==> config.mk <==
export PLATFORM = sky130hd
export DESIGN_NAME = sva_thread_sched_flat
export DESIGN_NICKNAME = d
export VERILOG_FILES = /design/src/rtl/sva_sched_pkg.sv /design/src/rtl/sva_thread_sched_if.sv /design/src/rtl/sva_slot_table.sv /design/src/rtl/sva_thread_sched.sv /design/src/flat_wrapper.sv
export SDC_FILE = /design/constraint.sdc
export NUM_CORES = 1
export LEC_CHECK = 0
export CAP_MARGIN = 20
export CORE_MARGIN = 5
export CORE_UTILIZATION = 30
export CTS_CLUSTER_DIAMETER = 150
export DETAILED_ROUTE_END_ITERATION = 7
export GPL_TIMING_DRIVEN = 1
export PLACE_DENSITY = 0.49
export SKIP_CTS_REPAIR_TIMING = 1
export SYNTH_ARGS = -nofsm -noshare
export SYNTH_HDL_FRONTEND = slang
export SYNTH_SLANG_ARGS = --single-unit
==> constraint.sdc <==
create_clock -name sys_clk -period 8.1 [get_ports sys_clk]
set_clock_uncertainty 0.2 [all_clocks]
set_input_delay 0.81 -clock sys_clk [delete_from_list [all_inputs] [get_ports sys_clk]]
set_output_delay 0.81 -clock sys_clk [all_outputs]
set_load 0.02 [all_outputs]
==> src/rtl/sva_sched_pkg.sv <==
// rtl/sva_sched_pkg.sv - shared types and widths for the SVA thread scheduler
package sva_sched_pkg;

  localparam int STATE_W      = 8;
  localparam int TIMER_WIDTH  = 16;
  localparam int SLOT_NUM_DEF = 8;

  // Every new thread enters the assertion FSM here.
  localparam logic [STATE_W-1:0] START_STATE = '0;

  typedef enum logic [2:0] {
    IDLE        = 3'd0,
    ISSUE       = 3'd1,
    WAIT        = 3'd2,
    SPAWN_ISSUE = 3'd3,
    SPAWN_WAIT  = 3'd4,
    COMMIT      = 3'd5
  } sched_state_t;

  typedef struct packed {
    logic signed [STATE_W-1:0]     state;
    logic        [TIMER_WIDTH-1:0] start_period;
  } slot_t;

endpackage

==> src/rtl/sva_thread_sched_if.sv <==
// rtl/sva_thread_sched_if.sv - scheduler <-> next-state evaluator request/response bundle
interface sva_thread_sched_if;
  import sva_sched_pkg::*;

  logic                   req_valid;
  logic                   req_ready;
  logic [STATE_W-1:0]     req_state;
  logic [TIMER_WIDTH-1:0] req_period;
  logic                   rsp_valid;
  logic                   rsp_active;
  logic [STATE_W-1:0]     rsp_state;
  logic                   rsp_succ;
  logic                   rsp_fail;

  // Scheduler side issues requests and consumes responses.
  modport master (
    output req_valid, req_state, req_period,
    input  req_ready, rsp_valid, rsp_active, rsp_state, rsp_succ, rsp_fail
  );

  // Evaluator side.
  modport slave (
    input  req_valid, req_state, req_period,
    output req_ready, rsp_valid, rsp_active, rsp_state, rsp_succ, rsp_fail
  );

endinterface

==> src/rtl/sva_slot_table.sv <==
// rtl/sva_slot_table.sv - thread slot register file, async read / sync write
module sva_slot_table
  import sva_sched_pkg::*;
#(
  parameter int SLOT_NUM = SLOT_NUM_DEF,
  parameter int AW       = $clog2(SLOT_NUM)
) (
  input  logic          clk,
  input  logic [AW-1:0] rd_idx,
  output slot_t         rd_data,
  input  logic          we,
  input  logic [AW-1:0] wr_idx,
  input  slot_t         wr_data
);

  // Contents are only meaningful below live_cnt, so no reset is needed.
  slot_t mem_q [SLOT_NUM];

  // Single write port used by in-place compaction and spawn append.
  always_ff @(posedge clk) begin
    if (we) begin
      mem_q[wr_idx] <= wr_data;
    end
  end

  assign rd_data = mem_q[rd_idx];

endmodule

==> src/rtl/sva_thread_sched.sv <==
// rtl/sva_thread_sched.sv - sweeps live SVA threads through the evaluator and spawns one per tick
module sva_thread_sched
  import sva_sched_pkg::*;
#(
  parameter int SLOT_NUM = SLOT_NUM_DEF
) (
  input  logic                           sys_clk,
  input  logic                           sys_rst_n,
  input  logic                           enable,
  input  logic                           tick,
  input  logic [TIMER_WIDTH-1:0]         period,
  sva_thread_sched_if.master             eval,
  output logic                           busy,
  output logic [$clog2(SLOT_NUM+1)-1:0]  live_cnt,
  output logic                           succ_pulse,
  output logic                           fail_pulse,
  output logic [TIMER_WIDTH-1:0]         event_period,
  output logic                           overflow,
  output logic                           overrun
);

  localparam int CNT_W = $clog2(SLOT_NUM+1);
  localparam int AW    = $clog2(SLOT_NUM);

  sched_state_t           state_q, state_d;
  logic [CNT_W-1:0]       rd_idx_q, rd_idx_d;
  logic [CNT_W-1:0]       wr_idx_q, wr_idx_d;
  logic [CNT_W-1:0]       live_cnt_q, live_cnt_d;
  logic [TIMER_WIDTH-1:0] spawn_period_q, spawn_period_d;
  logic [TIMER_WIDTH-1:0] event_period_q, event_period_d;
  logic                   busy_q, busy_d;
  logic                   succ_q, succ_d;
  logic                   fail_q, fail_d;
  logic                   overflow_q, overflow_d;
  logic                   overrun_q, overrun_d;

  logic                   tick_acc;
  logic                   spawn_ph;
  logic                   rsp_take;
  logic                   we;
  slot_t                  rd_slot;
  slot_t                  wr_slot;
  logic [STATE_W-1:0]     cur_state;
  logic [TIMER_WIDTH-1:0] cur_period;

  sva_slot_table #(.SLOT_NUM(SLOT_NUM), .AW(AW)) u_table (
    .clk     (sys_clk),
    .rd_idx  (rd_idx_q[AW-1:0]),
    .rd_data (rd_slot),
    .we      (we),
    .wr_idx  (wr_idx_q[AW-1:0]),
    .wr_data (wr_slot)
  );

  assign tick_acc   = tick && enable;
  assign spawn_ph   = (state_q == SPAWN_ISSUE) || (state_q == SPAWN_WAIT);
  assign rsp_take   = eval.rsp_valid && ((state_q == WAIT) || (state_q == SPAWN_WAIT));
  // The thread under evaluation stays selected from issue through its response.
  assign cur_state  = spawn_ph ? START_STATE : rd_slot.state;
  assign cur_period = spawn_ph ? spawn_period_q : rd_slot.start_period;
  assign wr_slot    = {eval.rsp_state, cur_period};

  assign eval.req_valid  = (state_q == ISSUE) || (state_q == SPAWN_ISSUE);
  assign eval.req_state  = cur_state;
  assign eval.req_period = cur_period;

  // Sweep sequencing, compaction writes, event pulses and sticky health flags.
  always_comb begin
    state_d        = state_q;
    rd_idx_d       = rd_idx_q;
    wr_idx_d       = wr_idx_q;
    live_cnt_d     = live_cnt_q;
    spawn_period_d = spawn_period_q;
    event_period_d = event_period_q;
    busy_d         = busy_q;
    succ_d         = 1'b0;
    fail_d         = 1'b0;
    overflow_d     = overflow_q;
    overrun_d      = overrun_q;
    we             = 1'b0;

    if (rsp_take) begin
      succ_d = eval.rsp_succ;
      fail_d = eval.rsp_fail;
      if (eval.rsp_succ || eval.rsp_fail) begin
        event_period_d = cur_period;
      end
    end

    if (tick_acc && (state_q != IDLE)) begin
      overrun_d = 1'b1;
    end

    case (state_q)
      IDLE: begin
        if (tick_acc) begin
          spawn_period_d = period;
          rd_idx_d       = '0;
          wr_idx_d       = '0;
          busy_d         = 1'b1;
          state_d        = (live_cnt_q != '0) ? ISSUE : SPAWN_ISSUE;
        end
      end
      ISSUE: begin
        if (eval.req_ready) state_d = WAIT;
      end
      WAIT: begin
        if (eval.rsp_valid) begin
          if (eval.rsp_active) begin
            we       = 1'b1;
            wr_idx_d = wr_idx_q + 1'b1;
          end
          rd_idx_d = rd_idx_q + 1'b1;
          state_d  = ((rd_idx_q + 1'b1) < live_cnt_q) ? ISSUE : SPAWN_ISSUE;
        end
      end
      SPAWN_ISSUE: begin
        if (eval.req_ready) state_d = SPAWN_WAIT;
      end
      SPAWN_WAIT: begin
        if (eval.rsp_valid) begin
          if (eval.rsp_active) begin
            if (wr_idx_q < CNT_W'(SLOT_NUM)) begin
              we       = 1'b1;
              wr_idx_d = wr_idx_q + 1'b1;
            end else begin
              overflow_d = 1'b1;
            end
          end
          state_d = COMMIT;
        end
      end
      COMMIT: begin
        live_cnt_d = wr_idx_q;
        busy_d     = 1'b0;
        state_d    = IDLE;
      end
      default: state_d = IDLE;
    endcase
  end

  // State registers; reset drops every thread and abandons any sweep.
  always_ff @(posedge sys_clk or negedge sys_rst_n) begin
    if (!sys_rst_n) begin
      state_q        <= IDLE;
      rd_idx_q       <= '0;
      wr_idx_q       <= '0;
      live_cnt_q     <= '0;
      spawn_period_q <= '0;
      event_period_q <= '0;
      busy_q         <= 1'b0;
      succ_q         <= 1'b0;
      fail_q         <= 1'b0;
      overflow_q     <= 1'b0;
      overrun_q      <= 1'b0;
    end else begin
      state_q        <= state_d;
      rd_idx_q       <= rd_idx_d;
      wr_idx_q       <= wr_idx_d;
      live_cnt_q     <= live_cnt_d;
      spawn_period_q <= spawn_period_d;
      event_period_q <= event_period_d;
      busy_q         <= busy_d;
      succ_q         <= succ_d;
      fail_q         <= fail_d;
      overflow_q     <= overflow_d;
      overrun_q      <= overrun_d;
    end
  end

  assign busy         = busy_q;
  assign live_cnt     = live_cnt_q;
  assign succ_pulse   = succ_q;
  assign fail_pulse   = fail_q;
  assign event_period = event_period_q;
  assign overflow     = overflow_q;
  assign overrun      = overrun_q;

endmodule
==> src/flat_wrapper.sv <==
// flat-port wrapper written by rule: the top's interface ports become plain ports
module sva_thread_sched_flat import sva_sched_pkg::*;
#(
  parameter int SLOT_NUM = SLOT_NUM_DEF
)
  (sys_clk, sys_rst_n, enable, tick, period, busy, live_cnt, succ_pulse, fail_pulse, event_period, overflow, overrun, eval_req_valid, eval_req_state, eval_req_period, eval_req_ready, eval_rsp_valid, eval_rsp_active, eval_rsp_state, eval_rsp_succ, eval_rsp_fail);
  sva_thread_sched_if eval_i ();
  input  logic sys_clk;
  input  logic sys_rst_n;
  input  logic enable;
  input  logic tick;
  input  logic [TIMER_WIDTH-1:0] period;
  output logic busy;
  output logic [$clog2(SLOT_NUM+1)-1:0] live_cnt;
  output logic succ_pulse;
  output logic fail_pulse;
  output logic [TIMER_WIDTH-1:0] event_period;
  output logic overflow;
  output logic overrun;
  output wire logic [$bits(eval_i.req_valid)-1:0] eval_req_valid;
  output wire logic [$bits(eval_i.req_state)-1:0] eval_req_state;
  output wire logic [$bits(eval_i.req_period)-1:0] eval_req_period;
  input wire logic [$bits(eval_i.req_ready)-1:0] eval_req_ready;
  input wire logic [$bits(eval_i.rsp_valid)-1:0] eval_rsp_valid;
  input wire logic [$bits(eval_i.rsp_active)-1:0] eval_rsp_active;
  input wire logic [$bits(eval_i.rsp_state)-1:0] eval_rsp_state;
  input wire logic [$bits(eval_i.rsp_succ)-1:0] eval_rsp_succ;
  input wire logic [$bits(eval_i.rsp_fail)-1:0] eval_rsp_fail;
  assign eval_req_valid = eval_i.req_valid;
  assign eval_req_state = eval_i.req_state;
  assign eval_req_period = eval_i.req_period;
  assign eval_i.req_ready = eval_req_ready;
  assign eval_i.rsp_valid = eval_rsp_valid;
  assign eval_i.rsp_active = eval_rsp_active;
  assign eval_i.rsp_state = eval_rsp_state;
  assign eval_i.rsp_succ = eval_rsp_succ;
  assign eval_i.rsp_fail = eval_rsp_fail;
  sva_thread_sched #(.SLOT_NUM(SLOT_NUM)) u_core (.sys_clk(sys_clk), .sys_rst_n(sys_rst_n), .enable(enable), .tick(tick), .period(period), .eval(eval_i), .busy(busy), .live_cnt(live_cnt), .succ_pulse(succ_pulse), .fail_pulse(fail_pulse), .event_period(event_period), .overflow(overflow), .overrun(overrun));
endmodule
Word-level counts from Yosys, hierarchy flattened
Memory sizes are Yosys's and may differ from the RTL's.
Index checks and enable logic that the tools add are counted.
{"block": "totals", "ramBits": 192, "in_bits": 33, "mem_count": 1, "output_inout_bits": 50, "word_cells": 81, "ff_bits": 52}
{"name": "u_core.u_table.mem_q", "words": 8, "word_bits": 24, "read_ports": 1, "rd_clocked_by_memory_dff": 0, "wr": 1, "line": "sva_slot_table.sv:17", "source": "slot_t mem_q [SLOT_NUM];"}
{"block": "classes", "addsub": 2, "bitwise": 1, "order_cmp": 2, "reduce_logical": 20, "muxes": 31, "eq_ne": 13}
{"operator": "$mux W4", "count": 7}
{"operator": "$mux W16", "count": 1}
{"operator": "$mux W3", "count": 5}
{"operator": "$pmux W3 S5", "count": 1}
{"operator": "$ne A2 B2 Y1 const B", "count": 7}
{"operator": "$pmux W4 S3", "count": 1}
{"operator": "$mux W1", "count": 10}
{"operator": "$add A4 B1 Y4 const B", "count": 2}
{"operator": "$mux W8", "count": 1}
{"operator": "$pmux W4 S2", "count": 1}
{"operator": "$reduce_and A7 Y1", "count": 1}
{"operator": "$eq A3 B2 Y1 const B", "count": 2}
{"operator": "$eq A3 B3 Y1 const B", "count": 2}
{"operator": "$reduce_and A2 Y1", "count": 3}
{"operator": "$reduce_bool A3 Y1", "count": 2}
{"operator": "$reduce_and A5 Y1", "count": 1}
{"operator": "$logic_or A1 B1 Y1", "count": 4}
{"operator": "$lt A4 B4 Y1", "count": 1}
{"operator": "$lt A4 B4 Y1 const B", "count": 1}
{"operator": "$mux W2", "count": 2}
{"operator": "$pmux W1 S2", "count": 2}
{"operator": "$reduce_and A4 Y1", "count": 1}
{"operator": "$reduce_bool A2 Y1", "count": 2}
{"operator": "$reduce_bool A4 Y1", "count": 1}
{"operator": "6 further kinds", "count": 8}

Longest topological paths before layout
Gate-level depths: netlist (run 1).
{"block": "logic_depth", "depth_word": 7, "mapped_depth": 10, "ltp_nobuf": 7}

By module
Synthesis (run 1) repeated with hierarchy kept, for this count alone.
{"block": "hier_totals", "hier_cells": 492, "area_unflattened_um2": 9967.1}
{"module": "sva_slot_table", "area_each_um2": 7329.5, "cells_per_inst": 290, "n_inst": 1, "seq_area_each_um2": 5765.5}
{"module": "sva_thread_sched", "area_each_um2": 2637.5, "cells_per_inst": 202, "n_inst": 1, "seq_area_each_um2": 1301.2}

Worst setup path before layout (run 1)
OpenSTA, ideal clock, no wires.
{"block": "synth_timing", "path_kind": "input to register", "start": "input eval_rsp_active", "end": "memory u_core.u_table.mem_q[1][0] (netlist name), enable pin", "arrival_ns": 2.860, "path_buffers": 0, "setup_time_ns": 0.435, "setup_slack_ns": 4.605, "path_stages": 3, "required_ns": 7.465, "cell_sequence": "and3b_1 > nand3_1 > nor3_1"}
{"block": "synth_between", "elab_chain_len": 5, "word_cells_on_any_way": 7, "classes_between": "mux (7)"}
{"element": "from (decl)", "line": "flat_wrapper.sv:25", "source": "input wire logic [$bits(eval_i.rsp_active)-1:0] eval_rsp_active;"}
{"element": "$mux W1, on equally long branches", "line": "sva_thread_sched.sv:122, sva_thread_sched.sv:109"}
{"element": "$mux W1, on equally long branches", "line": "sva_thread_sched.sv:121, sva_thread_sched.sv:108"}
{"element": "$pmux W1 S2 *", "line": "sva_thread_sched.sv:94", "source": "case (state_q)"}
{"element": "$mux W1 *", "line": "sva_slot_table.sv:21", "source": "if (we) begin"}
{"element": "$mux W1 (implied by the code) *", "line": "sva_slot_table.sv:22", "source": "mem_q[wr_idx] <= wr_data;"}
{"element": "to (decl)", "line": "sva_slot_table.sv:17"}
Mark *: on every way between the ends. The rest lies on a longest branch, timed or not.

Final worst setup path (run 1)
{"block": "layout_timing", "start": "register u_core.rd_idx_q[0]", "end": "output eval_req_period[13]"}
{"block": "layout_between", "elab_chain_len": 2}
{"element": "from (decl)", "line": "sva_thread_sched.sv:26", "source": "logic [CNT_W-1:0] rd_idx_q, rd_idx_d;"}
{"element": "from (signal assigned)", "line": "sva_thread_sched.sv:158", "source": "rd_idx_q <= rd_idx_d;"}
{"element": "$mem_v2 Z8 W24"}
{"element": "$mux W16", "line": "sva_thread_sched.sv:60", "source": "assign cur_period = spawn_ph ? spawn_period_q : rd_slot.start_period;"}
{"element": "to (decl)", "line": "flat_wrapper.sv:22", "source": "output wire logic [$bits(eval_i.req_period)-1:0] eval_req_period;"}
Every way passes these cells.

==> metrics, run 1 <==
setup TNS 0 ns; Inserted Diodes 0; slowest CP cell clkdlybuf4s50_1; Via density 4.76; worst slew pin tran 0.985 ns; Cell variety after synth 46; Rows 66; Synth Register Bits between 200 and 250; layout cells sized above 1 0.192; synth warn 0; cell area power density roughly 400 nW/um^2; gpl congestion about 0.7; final total power between 4 and 5 mW; Synth area leader edfxtp_1; syn_area_per_cell around 17 um^2; largest net degree at the start of global routing 58; most used flip-flop cell after synthesis edfxtp_1; Vert. Die Dim ~190 um; CTS Buf Count 27; FILL cells 2996; post-route clock period utilization 0.592; nature of the critical path startpoint flop; worst setup path class reg2out; max-cap violations 0; drt initial violations between 300 and 400; Port Buffer Count 82; CP top delay family buffers and inverters; number of global-route vias before repair between 5k and 6k; status completed; fmax around 0.21 GHz; latest clock arrival within the worst-skew pair 0.55 ns; Async S/R FF share, synth 0.213; global-route wire length before repair 36.0 mm; post-route setup slack around 3.3 ns; Synthesized Nets around 600; max-slew violations 0; drt pass-1 iters 5; Req. time, crit path about 7.1 ns; Seq/Total Area, Yosys 0.718; crit-path cells buf_4, mux4_2, mux2i_1, o21ai_0, clkdlybuf4s50_1; Routed wire per std cell about 21 um; Crit path largest cell delay 0.78 ns; H-tree levels 1; top post-synthesis cells by area edfxtp_1 (59%), dfrtp_1 (13%), mux4_2 (11%); Starting Density 0.303; Leak Pwr between 4 and 5 nW; worst vdd ir 0.000204 V; Mapped Cells roughly 570; Area Growth Syn to Fin 23.9%; mapped cell area between 9000 and 10000 um^2; dpl ws 3.69 ns; Synth top area share 0.586; Root Driver clkbuf_16; Worst Hold Class in2async; EDFF count, synth 192; Core ar. approximately 32000 um^2; DRT Wirelength ~24 mm; CP endpoint kind output port; die area around 37000 um^2; post-DP HPWL roughly 13 mm; crit path max fanout 39; Critical path buffers and inverters 2; RSZ-0062 raised after global routing false; Boundary Pins 83; Tmin final 4.79 ns; gr ovfl total 0; Sink Count 244; initial antenna violation count 0; Worst Path Arrival 3.78 ns; drt drc 0; DRT antenna net count 0; final net count 705; final setup fails 0; Max clock buf depth 3; TritonCTS clock tree done; Hold Vio Cnt, Final 0; Chip Width ~190 um; All-Layer GR Usage 0.131; clock slew at reported path FFs roughly 0.060 ns; relative slew slack 0.336; Vias between 5k and 6k
[stage by stage]
stage	area [um^2]	utilization	instances	hold WS, ns
global route	12200	0.376	1130	0.299
finish	12200	0.376	1130	0.228
CTS	12200	0.375	1128	0.246
global placement	11200	0.344	1077	0.271
floorplan	9850	-	572	0.269
detailed placement	11200	0.344	1078	0.275
[cells by family after synthesis]
| family | after synthesis | synth area share |
|---|---|---|
| flip-flops | 244 | 0.718 |
| AND/OR/NAND/NOR | 147 | 0.0671 |
| multiplexers | 77 | 0.141 |
| AO/OA/AOI/OAI | 57 | 0.0417 |
| buffers and inverters | 38 | 0.0231 |
| adder cells (fa/ha/maj) | 5 | 0.00635 |
| XOR/XNOR | 4 | 0.00356 |
[layout make-up]
type	count	area, um^2	area share
multi-input cells	290	2590	0.213
clock inverters	11	199	0.0163
clock buffers	39	801	0.0656
flip-flops and latches	244	7070	0.580
inverters	4	15.0	0.00123
well taps	442	553	0.0453
repair buffers	100	968	0.0794
[metal layers]
metal / GRT usage / part of all wire / wire [um] / vias up
met5: 0 / 0 / 0 / -
met2: 0.213 / 0.48 / 11500 / 138
met4: 0.0315 / 0.023 / 556 / 0
li1: - / - / - / 2422
met1: 0.184 / 0.45 / 10700 / 2778
met3: 0.0245 / 0.051 / 1220 / 38
[worst reg2reg max path, delay by kind of cell (launching register included)]
| kind | cells | cell delay [ns] |
|---|---|---|
| AND/OR/NAND/NOR | 2 | 1.03 |
| buffers and inverters | 2 | 0.79 |
| flip-flops | 1 | 0.60 |
| AO/OA/AOI/OAI | 2 | 0.34 |
[sequential cells by signal (all words and copies together), names as in the netlist]
signal and count:
u_core.state_q 3, u_core.spawn_period_q 16, u_core.live_cnt 4, u_core.fail_pulse 1, u_core.wr_idx_q 4, u_core.overrun 1, u_core.rd_idx_q 4, u_core.event_period 16
u_core.u_table.mem_q 192, u_core.succ_pulse 1, u_core.overflow 1, u_core.busy 1
[Yosys cell counts (2+ instances only)]
cell type	instances
o21ai_0	24
mux2i_1	25
a221o_1	16
buf_2	18
buf_1	2
edfxtp_1	192
nand2_1	75
buf_12	2
nand4_1	2
and2_1	2
nor3_1	21
inv_1	4
nand3_1	11
clkbuf_1	6
xor2_1	3
dfrtp_1	52
mux4_2	46
buf_4	4
mux4_1	2
nand2b_1	5
ha_1	5
a21oi_1	4
nor2_1	18
buf_6	2
mux2_2	4
a21boi_0	2
nor2b_1	5
nor2b_2	2
[placed cells by master (no fill, tap or decap), drive strengths merged, types with 19 or more instances in the layout]
master         Yosys  layout
buf               28      19
nor3              21      21
edfxtp           192     192
clkdlybuf4s50      0      81
clkbuf             6      39
o21ai             25      25
nand2             75      75
dfrtp             52      52
mux4              48      48
mux2i             25      25
[power breakdown]
group / switching [mW] / total, mW / internal [mW]
clock: 0.497 / 1.34 / 0.847
combinational: 0.965 / 1.69 / 0.724
sequential: 0.158 / 1.88 / 1.72
total: 1.62 / 4.91 / 3.29
[final timing paths]
check | startpoint | to | slack, ns | depth (start not counted)
max in group asynchronous | sys_rst_n | u_core.rd_idx_q[0] | 6.89 | 2
min | sys_rst_n | u_core.event_period[0] | 0.23 | 2
min in group sys_clk | u_core.overrun | u_core.overrun | 0.28 | 1
max reg2reg | u_core.state_q[2] | u_core.event_period[7] | 5.08 | 6
min reg2reg | u_core.overrun | u_core.overrun | 0.28 | 1
max | u_core.rd_idx_q[0] | eval_req_period[13] | 3.31 | 5
No activity file was read; power rests on OpenSTA's default activity.
==> inputs of run 2 (changes only) <==
==> constraint.sdc (replaced) <==
create_clock -name sys_clk -period 4.7 [get_ports sys_clk]
set_clock_uncertainty 0.2 [all_clocks]
set_input_delay 0.47 -clock sys_clk [delete_from_list [all_inputs] [get_ports sys_clk]]
set_output_delay 0.47 -clock sys_clk [all_outputs]
set_load 0.02 [all_outputs]
==> metrics, run 2 (synthesis gave the netlist of run 1 again) <==
status completed; grt met3 use 0.0278 (+0.00329); Core ar. 32500 um^2 (unchanged); CP endpoint eval_req_period[6]; number of global-route vias before repair 5692 (+2.7%); nature of the critical path startpoint flop; Crit path largest cell delay 0.88 ns (+0.10 ns); Routed wire per std cell 21.3 um (+0.31%); Port Buffer Count 82 (unchanged); Logic pwr share 0.356 (+0.012); Clock power frac 0.241 (-0.032); worst vdd ir 0.000250 V (+23%); grt met2 use 0.219 (+0.00616); max-cap violations 0 (unchanged); global-route wire length before repair 36.3 mm (+0.77%); Inserted Diodes 0 (unchanged); placed cells 1083 (+0.46%); final setup fails 0 (unchanged); TritonCTS clock tree done; NetSw 2.77 mW (+71%); die area 36500 um^2 (unchanged); Sink Count 244 (unchanged); setup TNS 0 ns (unchanged); cell internal pwr 5.40 mW (+64%); FILL cells 3015 (+0.63%); layout cells sized above 1 0.191 (-0.00111); CTS Buf Count 27 (unchanged); Starting Density 0.303 (unchanged); H-tree levels 1 (unchanged); Tmin final approximately 4.3 ns; max reg flops 192 (unchanged); Root Driver clkbuf_16; Area Growth Syn to Fin 22.6%; DRT Wirelength 24.2 mm (+0.67%); Via density 4.74 (-0.37%); Req. time, crit path 4.03 ns (-3.06 ns); post-route setup slack 0.400 ns (-2.91 ns); CP top delay family compound AO/OA/AOI/OAI gates; Vert. Die Dim 191 um (unchanged); Worst Path Arrival 3.63 ns (-0.15 ns); RSZ-0062 raised after global routing false; slowest CP cell a22o_2; worst r2r dst u_core.event_period[8]; sequential group share of total power 0.403 (+0.020); initial antenna violation count 0 (unchanged); reg2reg setup slack 1.58 ns (-3.50 ns); latest clock arrival within the worst-skew pair 0.52 ns (-0.03 ns); dpl ws 0.868 ns (-2.82 ns); crit path max fanout 53 (+36%); gr ovfl total 0 (unchanged); CP startpoint u_core.state_q[2]; largest net degree at the start of global routing 54 (-6.9%); worst hold margin 0.283 ns (+0.0551 ns); cell area power density 677 nW/um^2 (+68%); Layout Cells excl Fill 1134 (+0.35%); Rows 66 (unchanged); drt drc 0 (unchanged); commonest non-fill, non-tap cells in the layout edfxtp_1 (192), clkdlybuf4s50_1 (81), nand2_1 (75); drt initial violations 393 (+15%); Worst path depth 4 (-1); Vias 5375 (-0.019%); DRT antenna net count 0 (unchanged); max-slew violations 0 (unchanged); worst setup path class reg2out; relative slew slack 0.312 (-0.0241); most used routing layer met2; Worst Hold Class reg2reg; crit-path cells nor2b_2, a22o_2, o21ai_0, clkdlybuf4s50_1; CP endpoint kind output port; commonest non-fill, non-tap cell in the layout edfxtp_1; clock slew at reported path FFs 0.06 ns (about the same); area occupied by multi-input gates 2590 um^2 (unchanged); Sw Ratio 0.339 (+0.00901); worst r2r src u_core.state_q[2]; Chip Width 191 um (unchanged); worst slew pin tran 1.03 ns (+0.0466 ns); Boundary Pins 83 (unchanged); final net count 710 (+0.71%); All-Layer GR Usage 0.132 (+0.00102); Max clock buf depth 3 (unchanged); fmax 0.233 GHz; post-route clock period utilization 0.915; Biggest register u_core.u_table.mem_q; gpl congestion 0.751 (+4.5%); GR Util met1 0.183 (-0.00126); sequential cell area 7070 um^2 (unchanged); Hold Vio Cnt, Final 0 (unchanged); Critical path buffers and inverters 1 (-1); post-DP HPWL 14.1 mm (+4.7%); drt pass-1 iters 4 (-1); R2R depth 5 (-1); Leak Pwr 4.13 nW (-1.5%); final core utilization 0.372 (-0.00397)
## run 2: metrics by stage
stage,cell area (um^2),power [mW]
after floorplan,9850,5.09
after global placement,11200,6.21
after detailed placement,11200,6.29
after CTS,12100,8.30
after global routing,12100,8.66
final,12100,8.17
## run 2: layer usage
layer	wire, um	vias up
li1	-	2442
met5	0	-
met2	11600	139
met4	328	0
met1	10800	2767
met3	1480	27
## run 2: final cells by class
class,instances,share of cell area
clock buffer,36,0.0612
clock inverter,13,0.00798
inverter,4,0.00124
multi-input combinational,290,0.215
sequential,244,0.586
tap,442,0.0458
timing repair buffer,105,0.0831
## run 2: power by group through the flow
stage          registers, mW  clock network (mW)  logic (mW)
2_1_floorplan           3.23                   0        1.86
3_3_place_gp            3.33                   0        2.89
3_5_place_dp            3.34                   0        2.95
4_1_cts                 3.30                2.03        2.96
5_1_grt                 3.34                2.14        3.18
6_report                3.29                1.97        2.91
## run 2: worst min path at each step
stage                     depth (start not counted)            from                  endpoint  slack [ns]
after floorplan                                   0       sys_rst_n               u_core.busy       -0.03
after global placement                            1  u_core.overrun            u_core.overrun        0.27
after detailed placement                          2     u_core.busy               u_core.busy        0.28
after CTS                                         2       sys_rst_n               u_core.busy       -0.08
after global routing                              3       period[6]  u_core.spawn_period_q[6]        0.29
final                                             2     u_core.busy               u_core.busy        0.28
## run 2: tightest hold or removal path, delay by kind of cell (launching register included)
kind,cells,cell delay (ns)
flip-flops,1,0.35
AND/OR/NAND/NOR,2,0.10
